==> config.mk <==
export PLATFORM = sky130hd
export DESIGN_NAME = control_unit
export DESIGN_NICKNAME = d
export VERILOG_FILES = /design/src/rtl/control_unit_pkg.sv /design/src/rtl/control_unit_reg_decoder.sv /design/src/rtl/control_unit.sv
export SDC_FILE = /design/constraint.sdc
export NUM_CORES = 1
export LEC_CHECK = 0
export ABC_AREA = 0
export CAP_MARGIN = 20
export CORE_MARGIN = 4
export CORE_UTILIZATION = 44
export DETAILED_ROUTE_END_ITERATION = 16
export GPL_TIMING_DRIVEN = 0
export PLACE_DENSITY = 0.86
export SLEW_MARGIN = 30
export SYNTH_ARGS = -nofsm -noshare
export SYNTH_HDL_FRONTEND = slang
export SYNTH_SLANG_ARGS = --single-unit
==> constraint.sdc <==
create_clock -name clk -period 3.3 [get_ports clk]
set_clock_uncertainty 0.2 [all_clocks]
set_input_delay 0.825 -clock clk [delete_from_list [all_inputs] [get_ports clk]]
set_output_delay 0.825 -clock clk [all_outputs]
set_load 0.05 [all_outputs]
==> src/rtl/control_unit_pkg.sv <==
// Shared constants for the control_unit sequencer: opcodes, one-hot states,
// ALU function codes and instruction-register field positions.
package control_unit_pkg;

  // Opcode field values (IR[24:22])
  localparam logic [2:0] OPC_ADD  = 3'b000;
  localparam logic [2:0] OPC_SUB  = 3'b001;
  localparam logic [2:0] OPC_MV   = 3'b010;
  localparam logic [2:0] OPC_MVI  = 3'b011;
  localparam logic [2:0] OPC_AND  = 3'b100;
  localparam logic [2:0] OPC_OR   = 3'b101;

  // ALU function codes driven on op
  localparam logic [1:0] ALU_ADD = 2'b00;
  localparam logic [1:0] ALU_SUB = 2'b01;
  localparam logic [1:0] ALU_AND = 2'b10;
  localparam logic [1:0] ALU_OR  = 2'b11;

  // Instruction field bit positions
  localparam int IR_OPC_HI = 24;
  localparam int IR_OPC_LO = 22;
  localparam int IR_RX_HI  = 21;
  localparam int IR_RX_LO  = 19;
  localparam int IR_RY_HI  = 18;
  localparam int IR_RY_LO  = 16;
  localparam int IR_IMM_HI = 15;
  localparam int IR_IMM_LO = 0;

  // One-hot sequencer states
  typedef enum logic [4:0] {
    S_IDLE = 5'b00001,
    S_T1   = 5'b00010,
    S_T2   = 5'b00100,
    S_T3   = 5'b01000,
    S_DONE = 5'b10000
  } state_t;

  // Instruction classes: decides which steps run
  typedef enum logic [1:0] {
    C_NOP = 2'b00,
    C_ALU = 2'b01,
    C_MV  = 2'b10,
    C_MVI = 2'b11
  } cls_t;

  // ALU function for an arithmetic/logic opcode
  function automatic logic [1:0] alu_func(input logic [2:0] opc);
    logic [1:0] f;
    case (opc)
      OPC_ADD: f = ALU_ADD;
      OPC_SUB: f = ALU_SUB;
      OPC_AND: f = ALU_AND;
      OPC_OR:  f = ALU_OR;
      default: f = ALU_ADD;
    endcase
    return f;
  endfunction

endpackage

==> src/rtl/control_unit_reg_decoder.sv <==
// Register-index decoder: turns a 3-bit register number plus in/out strobes
// into that register's pair of bits in the 16-bit reg_sig enable vector.
module reg_decoder
  import control_unit_pkg::*;
(
  input  logic [2:0]  idx,
  input  logic        en_in,
  input  logic        en_out,
  output logic [15:0] sig
);

  // Place the strobes at bit 2*idx+1 (in) and 2*idx (out)
  always_comb begin
    sig = 16'h0000;
    for (int i = 0; i < 8; i++) begin
      if (idx == i[2:0]) begin
        sig[2*i+1] = en_in;
        sig[2*i]   = en_out;
      end else begin
        sig[2*i+1] = 1'b0;
        sig[2*i]   = 1'b0;
      end
    end
  end

endmodule

==> src/rtl/control_unit.sv <==
// Multi-cycle datapath sequencer. Latches a 25-bit instruction on new_func
// while idle and walks T1..T3/DONE, decoding Moore control strobes from the
// current state and the latched instruction.
// Optional feature macro: CONTROL_UNIT_LOGIC_OPS_EN enables AND/OR
// (opcodes 100/101); without it those opcodes behave as NOP.
module control_unit
  import control_unit_pkg::*;
(
  input  logic        clk,
  input  logic        reset,
  input  logic [24:0] func,
  input  logic        new_func,
  output logic [15:0] reg_sig,
  output logic        A_in,
  output logic        G_in,
  output logic        G_out,
  output logic        data_in,
  output logic [1:0]  op,
  output logic [4:0]  state,
  output logic [15:0] data
);

  state_t      state_r;
  state_t      state_next_s;
  logic [24:0] ir_r;
  cls_t        cls_s;
  logic [2:0]  opc_s;
  logic [2:0]  rx_s;
  logic [2:0]  ry_s;
  logic        rx_in_s;
  logic        rx_out_s;
  logic        ry_out_s;
  logic [15:0] rx_sig_s;
  logic [15:0] ry_sig_s;

  assign opc_s = ir_r[IR_OPC_HI:IR_OPC_LO];
  assign rx_s  = ir_r[IR_RX_HI:IR_RX_LO];
  assign ry_s  = ir_r[IR_RY_HI:IR_RY_LO];
  assign data  = ir_r[IR_IMM_HI:IR_IMM_LO];
  assign state = state_r;

  // State register
  always_ff @(posedge clk or posedge reset) begin
    if (reset) begin
      state_r <= S_IDLE;
    end else begin
      state_r <= state_next_s;
    end
  end

  // Instruction register: captured only on an accepted start
  always_ff @(posedge clk or posedge reset) begin
    if (reset) begin
      ir_r <= 25'd0;
    end else if ((state_r == S_IDLE) && new_func) begin
      ir_r <= func;
    end else begin
      ir_r <= ir_r;
    end
  end

  // Classify the latched opcode into the step pattern it follows
  always_comb begin
    cls_s = C_NOP;
    case (opc_s)
      OPC_ADD, OPC_SUB: cls_s = C_ALU;
`ifdef CONTROL_UNIT_LOGIC_OPS_EN
      OPC_AND, OPC_OR:  cls_s = C_ALU;
`else
      OPC_AND, OPC_OR:  cls_s = C_NOP;
`endif
      OPC_MV:           cls_s = C_MV;
      OPC_MVI:          cls_s = C_MVI;
      default:          cls_s = C_NOP;
    endcase
  end

  // Next-state and Moore control decode
  always_comb begin
    state_next_s = state_r;
    rx_in_s      = 1'b0;
    rx_out_s     = 1'b0;
    ry_out_s     = 1'b0;
    A_in         = 1'b0;
    G_in         = 1'b0;
    G_out        = 1'b0;
    data_in      = 1'b0;
    op           = ALU_ADD;
    case (state_r)
      S_IDLE: begin
        state_next_s = new_func ? S_T1 : S_IDLE;
      end
      S_T1: begin
        case (cls_s)
          C_ALU: begin
            rx_out_s     = 1'b1;
            A_in         = 1'b1;
            state_next_s = S_T2;
          end
          C_MV: begin
            ry_out_s     = 1'b1;
            rx_in_s      = 1'b1;
            state_next_s = S_DONE;
          end
          C_MVI: begin
            data_in      = 1'b1;
            rx_in_s      = 1'b1;
            state_next_s = S_DONE;
          end
          default: begin
            state_next_s = S_DONE;
          end
        endcase
      end
      S_T2: begin
        ry_out_s     = 1'b1;
        G_in         = 1'b1;
        op           = alu_func(opc_s);
        state_next_s = S_T3;
      end
      S_T3: begin
        G_out        = 1'b1;
        rx_in_s      = 1'b1;
        state_next_s = S_DONE;
      end
      S_DONE: begin
        state_next_s = S_IDLE;
      end
      default: begin
        state_next_s = S_IDLE;
      end
    endcase
  end

  reg_decoder u_rx_dec (
    .idx    (rx_s),
    .en_in  (rx_in_s),
    .en_out (rx_out_s),
    .sig    (rx_sig_s)
  );

  reg_decoder u_ry_dec (
    .idx    (ry_s),
    .en_in  (1'b0),
    .en_out (ry_out_s),
    .sig    (ry_sig_s)
  );

  assign reg_sig = rx_sig_s | ry_sig_s;

endmodule

**Word-level counts from Yosys, hierarchy flattened**

Cells that the tools add are included.

- Register bits: 30
- Input port bits: 28

- Equality and inequality tests: 26
- Bitwise gates (word level): 1
- Mux-type cells: 32
- Reductions and logical operators: 6

Operators with widths:

| kind | count |
|---|---|
| == test 3 bit, second input constant | 10 |
| two-way mux 2 bit | 10 |
| one-hot mux 5 bit (4 select lines) | 1 |
| == test 3 x 2 -> 1 bit, second input constant | 6 |
| two-way mux 1 bit | 16 |
| OR 16 bit | 1 |
| one-hot mux 2 bit (3 select lines) | 2 |
| == test 3 x 1 -> 1 bit, second input constant | 3 |
| zero test 3 bit | 3 |
| == test 5 x 1 -> 1 bit, second input constant | 1 |
| == test 5 x 2 -> 1 bit, second input constant | 1 |
| == test 5 x 3 -> 1 bit, second input constant | 1 |
| == test 5 x 4 -> 1 bit, second input constant | 1 |
| two-way mux 5 bit | 1 |
| == test 2 bit, second input constant | 2 |
| one-hot mux 1 bit (2 select lines) | 2 |
| OR reduction 2 bit | 2 |
| == test 2 x 1 -> 1 bit, second input constant | 1 |
| logical AND 1 bit | 1 |

**Logic depth before layout (Yosys ltp)**

- Word-level depth: 9
- Gate-level depth with buffers: 5
- Depth with buffers taken out: 4

**Modules after synthesis**

Synthesis repeated with hierarchy kept, for this count alone.

- Cells, all modules: 161
- Area total of the unflattened synthesis: 2018.2 µm²

By module, submodules not included:

| module | instances | cells each | area each (µm²) |
|---|---|---|---|
| control_unit | 1 | 123 | 1547.7 |
| reg_decoder | 2 | 19 | 235.2 |

**Worst setup path before layout**

No wires, ideal clock.

- Path type: reg2out
- Start point: reg state_r[4], in the netlist state[4]
- End point: out reg_sig[12]
- Buffers on the path: 0
- Stages on the path, launching flop included: 5
- Arrival: 2.770 ns
- Setup slack: -0.495 ns
- Path through: dfrtp_1 -> or3_4 -> nor4_4 -> nor2_2 -> o32ai_1

- Word-level cells in the longest chain between the ends: 4

Ends and longest elaborated chain:

| what | RTL line | RTL |
|---|---|---|
| start, declared | control_unit.sv:23 | `state_t state_r;` |
| start signal, assigned | control_unit.sv:47 | `state_r <= state_next_s;` |
| == test 5 x 3 -> 1 bit or == test 5 x 2 -> 1 bit (tied branches) | control_unit.sv:89 | `case (state_r)` |
| one-hot mux 1 bit (2 select lines) or two-way mux 1 bit (tied branches) | control_unit.sv:89 |  |
| two-way mux 1 bit or two-way mux 2 bit (tied branches) | control_unit_reg_decoder.sv:16 | `if (idx == i[2:0]) begin` |
| OR 16 bit * | control_unit.sv:149 | `assign reg_sig = rx_sig_s \| ry_sig_s;` |
| end, declared | control_unit.sv:13 | `output logic [15:0] reg_sig,` |

Mark *: on every way between the ends. The rest lies on a longest branch, timed or not.

**Worst setup path in the final report**

- Start point: reg state_r[4], in the netlist state[4]
- End point: out reg_sig[0]

Same word-level chain as after synthesis.

==> impl_metrics.toml <==
[power]
switching_share = 0.454
pwr-share-clk = 0.096
p_per_area_nw_per_um2 = 942
power.internal_mw = 1.24
p_comb_frac = 0.595
vdd_drop_max_mv = 0.743
power_switching_mw = 1.03
p_leak_nw = 1.05
seq_power_share = 0.309

[worst_setup_path]
end_kind = "output port"
critPathMaxFanout = 8
critical_path_class = "flop to output port"
worstPathRequired_ns = 2.27
arrival_ns = 2.20
startpoint_type = "flop"

[yosys]
async_reset_ff_frac = 1.00
ys_types = 33
synth-seq-area-share = 0.479
synth_commonest_cells = "29 x dfrtp_1, 24 x mux2_2, 17 x buf_4"
synth_warnings = 0
synth_mux_area_frac = 0.172
netlist_instances = 137
yosysMostFrequentCell = "dfrtp_1"
synth.top_cell.area_share = 0.462
mappedNetlistArea_sq_um = 1570
synth_top_family_by_area = "simple AND/OR/NAND/NOR gates"
ys_ff_latch = 30
synth_top_area_cell = "dfrtp_1"
synth_ff_type = "dfrtp_1"
syn-num-nets = 165
synth_fa_ha_area_frac = 0
synth-compound-area-share = 0.0780
avgSynthCellArea_sq_um = 11.5
ys_top_cells_by_area = "dfrtp_1 46%, mux2_2 17%, buf_4 8.1%"
synth_xor_area_frac = 0
synth-edff-count = 0
synthSimpleGateAreaFrac = 0.172

[grt]
grt_first_pass_wirelength_mm = 6.18
antenna_found_initial = 0
grt_max_degree = 31
grtUsageTotal = 0.185
overflow = 0
grt_pass1_vias = 1376

[final_layout]
area_growth_pct = 53.5
drive_gt1_frac = 0.414
finish.utilization = 0.712
final_net_count = 242
antenna-diode-count = 0

[detailed_routing]
drt-wirelength-per-cell_microns = 14.7
via_per_inst = 4.95
final_antenna_net_count = 0
via_count = 1293
drt_wl_total_mm = 3.85
drt_iter0_markers = 32
route.detailed.drc = 0
drtPass1Iterations = 4

[floorplan]
die_h_microns = 67.8
rows = 21
dieArea_sq_um = 4590
die_width_microns = 67.8
ioPinCount = 71
core_area_sq_um = 3390
start_util = 0.464

[worst_hold_path]
worstHoldPathType = "flop to flop"

[clocking]
htree_levels = 2
cts.path.max_buffers = 2
cts_tree = "yes"
root_buffer = "clkbuf_4"
cts_hold_buf = 0
numCtsBuffers = 5
clkSlewWorstSetupHoldPaths_ns = 0.09
cts.sinks = 30
insertion_delay_ns = 0.32

[outcome]
outcome = "complete, no violations"

[timing]
setup_tns_ns = 0
fmax_ghz = 0.310
setup_slack_ns = 0.0766
finalCritPeriodShare = 0.977
rsz0062_at_grt = "yes"
finalMaxSlewViolations = 0
period_needed_ns = 3.22
max-slew-margin-rel = 0.606
finalSetupViolCount = 0
worst_slew_pin_slew_ns = 0.590
hold_viol = 0
hold_slack_ns = 0.311

[placement]
dp_hpwl_mm = 3.14
dp_slack_ns = -0.213
io_buffers = 70
place.gp.congestion = 0.830

[run]
max_cap_viol_count = 0
[cells in the final DEF (no fill, tap or decap), types with 3 or more instances in the layout]
cell             instances
o21ai_0                  3
nand2b_1                 4
nand2_1                  7
clkdlybuf4s50_1         49
nor2_1                   9
o22ai_1                  4
buf_2                    6
o32ai_2                  3
buf_4                   23
dfrtp_1                 27
mux2_2                  24
dlygate4sd2_1            5
clkbuf_4                10
inv_1                    4
[critical path: stages, from the launching register on]
cell and delay, ns:
dfrtp_2 0.49, nor3_4 0.28, nand2_1 0.13, or4_1 0.54, o22ai_1 0.21, buf_4 0.22
[cells by family (layout without fill, tap and decap cells)]
kind of cell,after synthesis,in the layout
and+or+nand+nor,43,43
DFF,30,30
muxes,24,24
buffers and inverters,24,102
AOI/OAI and AO/OA,16,16
[per-layer routing]
| layer | up-vias | wire, microns | GRT usage |
|---|---|---|---|
| li1 | 623 | - | - |
| met1 | 603 | 1410 | 0.187 |
| met2 | 62 | 2030 | 0.348 |
| met3 | 5 | 361 | 0.0599 |
| met4 | 0 | 46 | 0.0684 |
| met5 | - | 0 | 0 |
[path summary, 6_finish.rpt]
check	depth (start not counted)	start	slack, ns	to
setup reg to reg	4	state[1]	1.37	ir_r[5]
hold reg to reg	1	ir_r[6]	0.31	ir_r[6]
setup / recovery	5	state[4]	0.08	reg_sig[0]
max in group asynchronous	2	reset	1.79	state[4]
min in group asynchronous	2	reset	0.69	ir_r[11]
hold / removal	1	ir_r[6]	0.31	ir_r[6]
[sequential cells by signal (all words and copies together) (netlist names)]
name,flops
state,5
ir_r,25
[cell type report]
| class | instances | area, sq um |
|---|---|---|
| multi-input cells | 83 | 737 |
| clock inverters | 1 | 5.00 |
| fillers | 251 | 977 |
| flip-flops and latches | 30 | 754 |
| plain buffers | 19 | 138 |
| well taps | 46 | 57.6 |
| repair buffers | 70 | 647 |
| clock buffers | 7 | 55.1 |
| inverters | 5 | 18.8 |
[stage by stage]
| stage | instances | area [sq um] | total power [mW] |
|---|---|---|---|
| after floorplan | 137 | 1620 | 1.67 |
| after CTS | 261 | 2400 | 2.28 |
| after global placement | 253 | 2380 | 2.01 |
| after detailed placement | 253 | 2380 | 2.06 |
| final | 261 | 2410 | 2.27 |
| after global routing | 261 | 2410 | 2.41 |
[power by group through the flow]
stage,Combinational [mW],Clock [mW],Sequential (mW)
after floorplan,0.961,0,0.712
after global placement,1.32,0,0.689
after detailed placement,1.35,0,0.706
after CTS,1.35,0.229,0.700
after global routing,1.43,0.245,0.738
final,1.35,0.218,0.704
[repair_timing]
item	CTS	global route
setup endpoints to repair	21	18
resized for setup	83	17
buffers inserted	0	0
pin swaps	0	1
No activity file was read; power rests on OpenSTA's default activity.
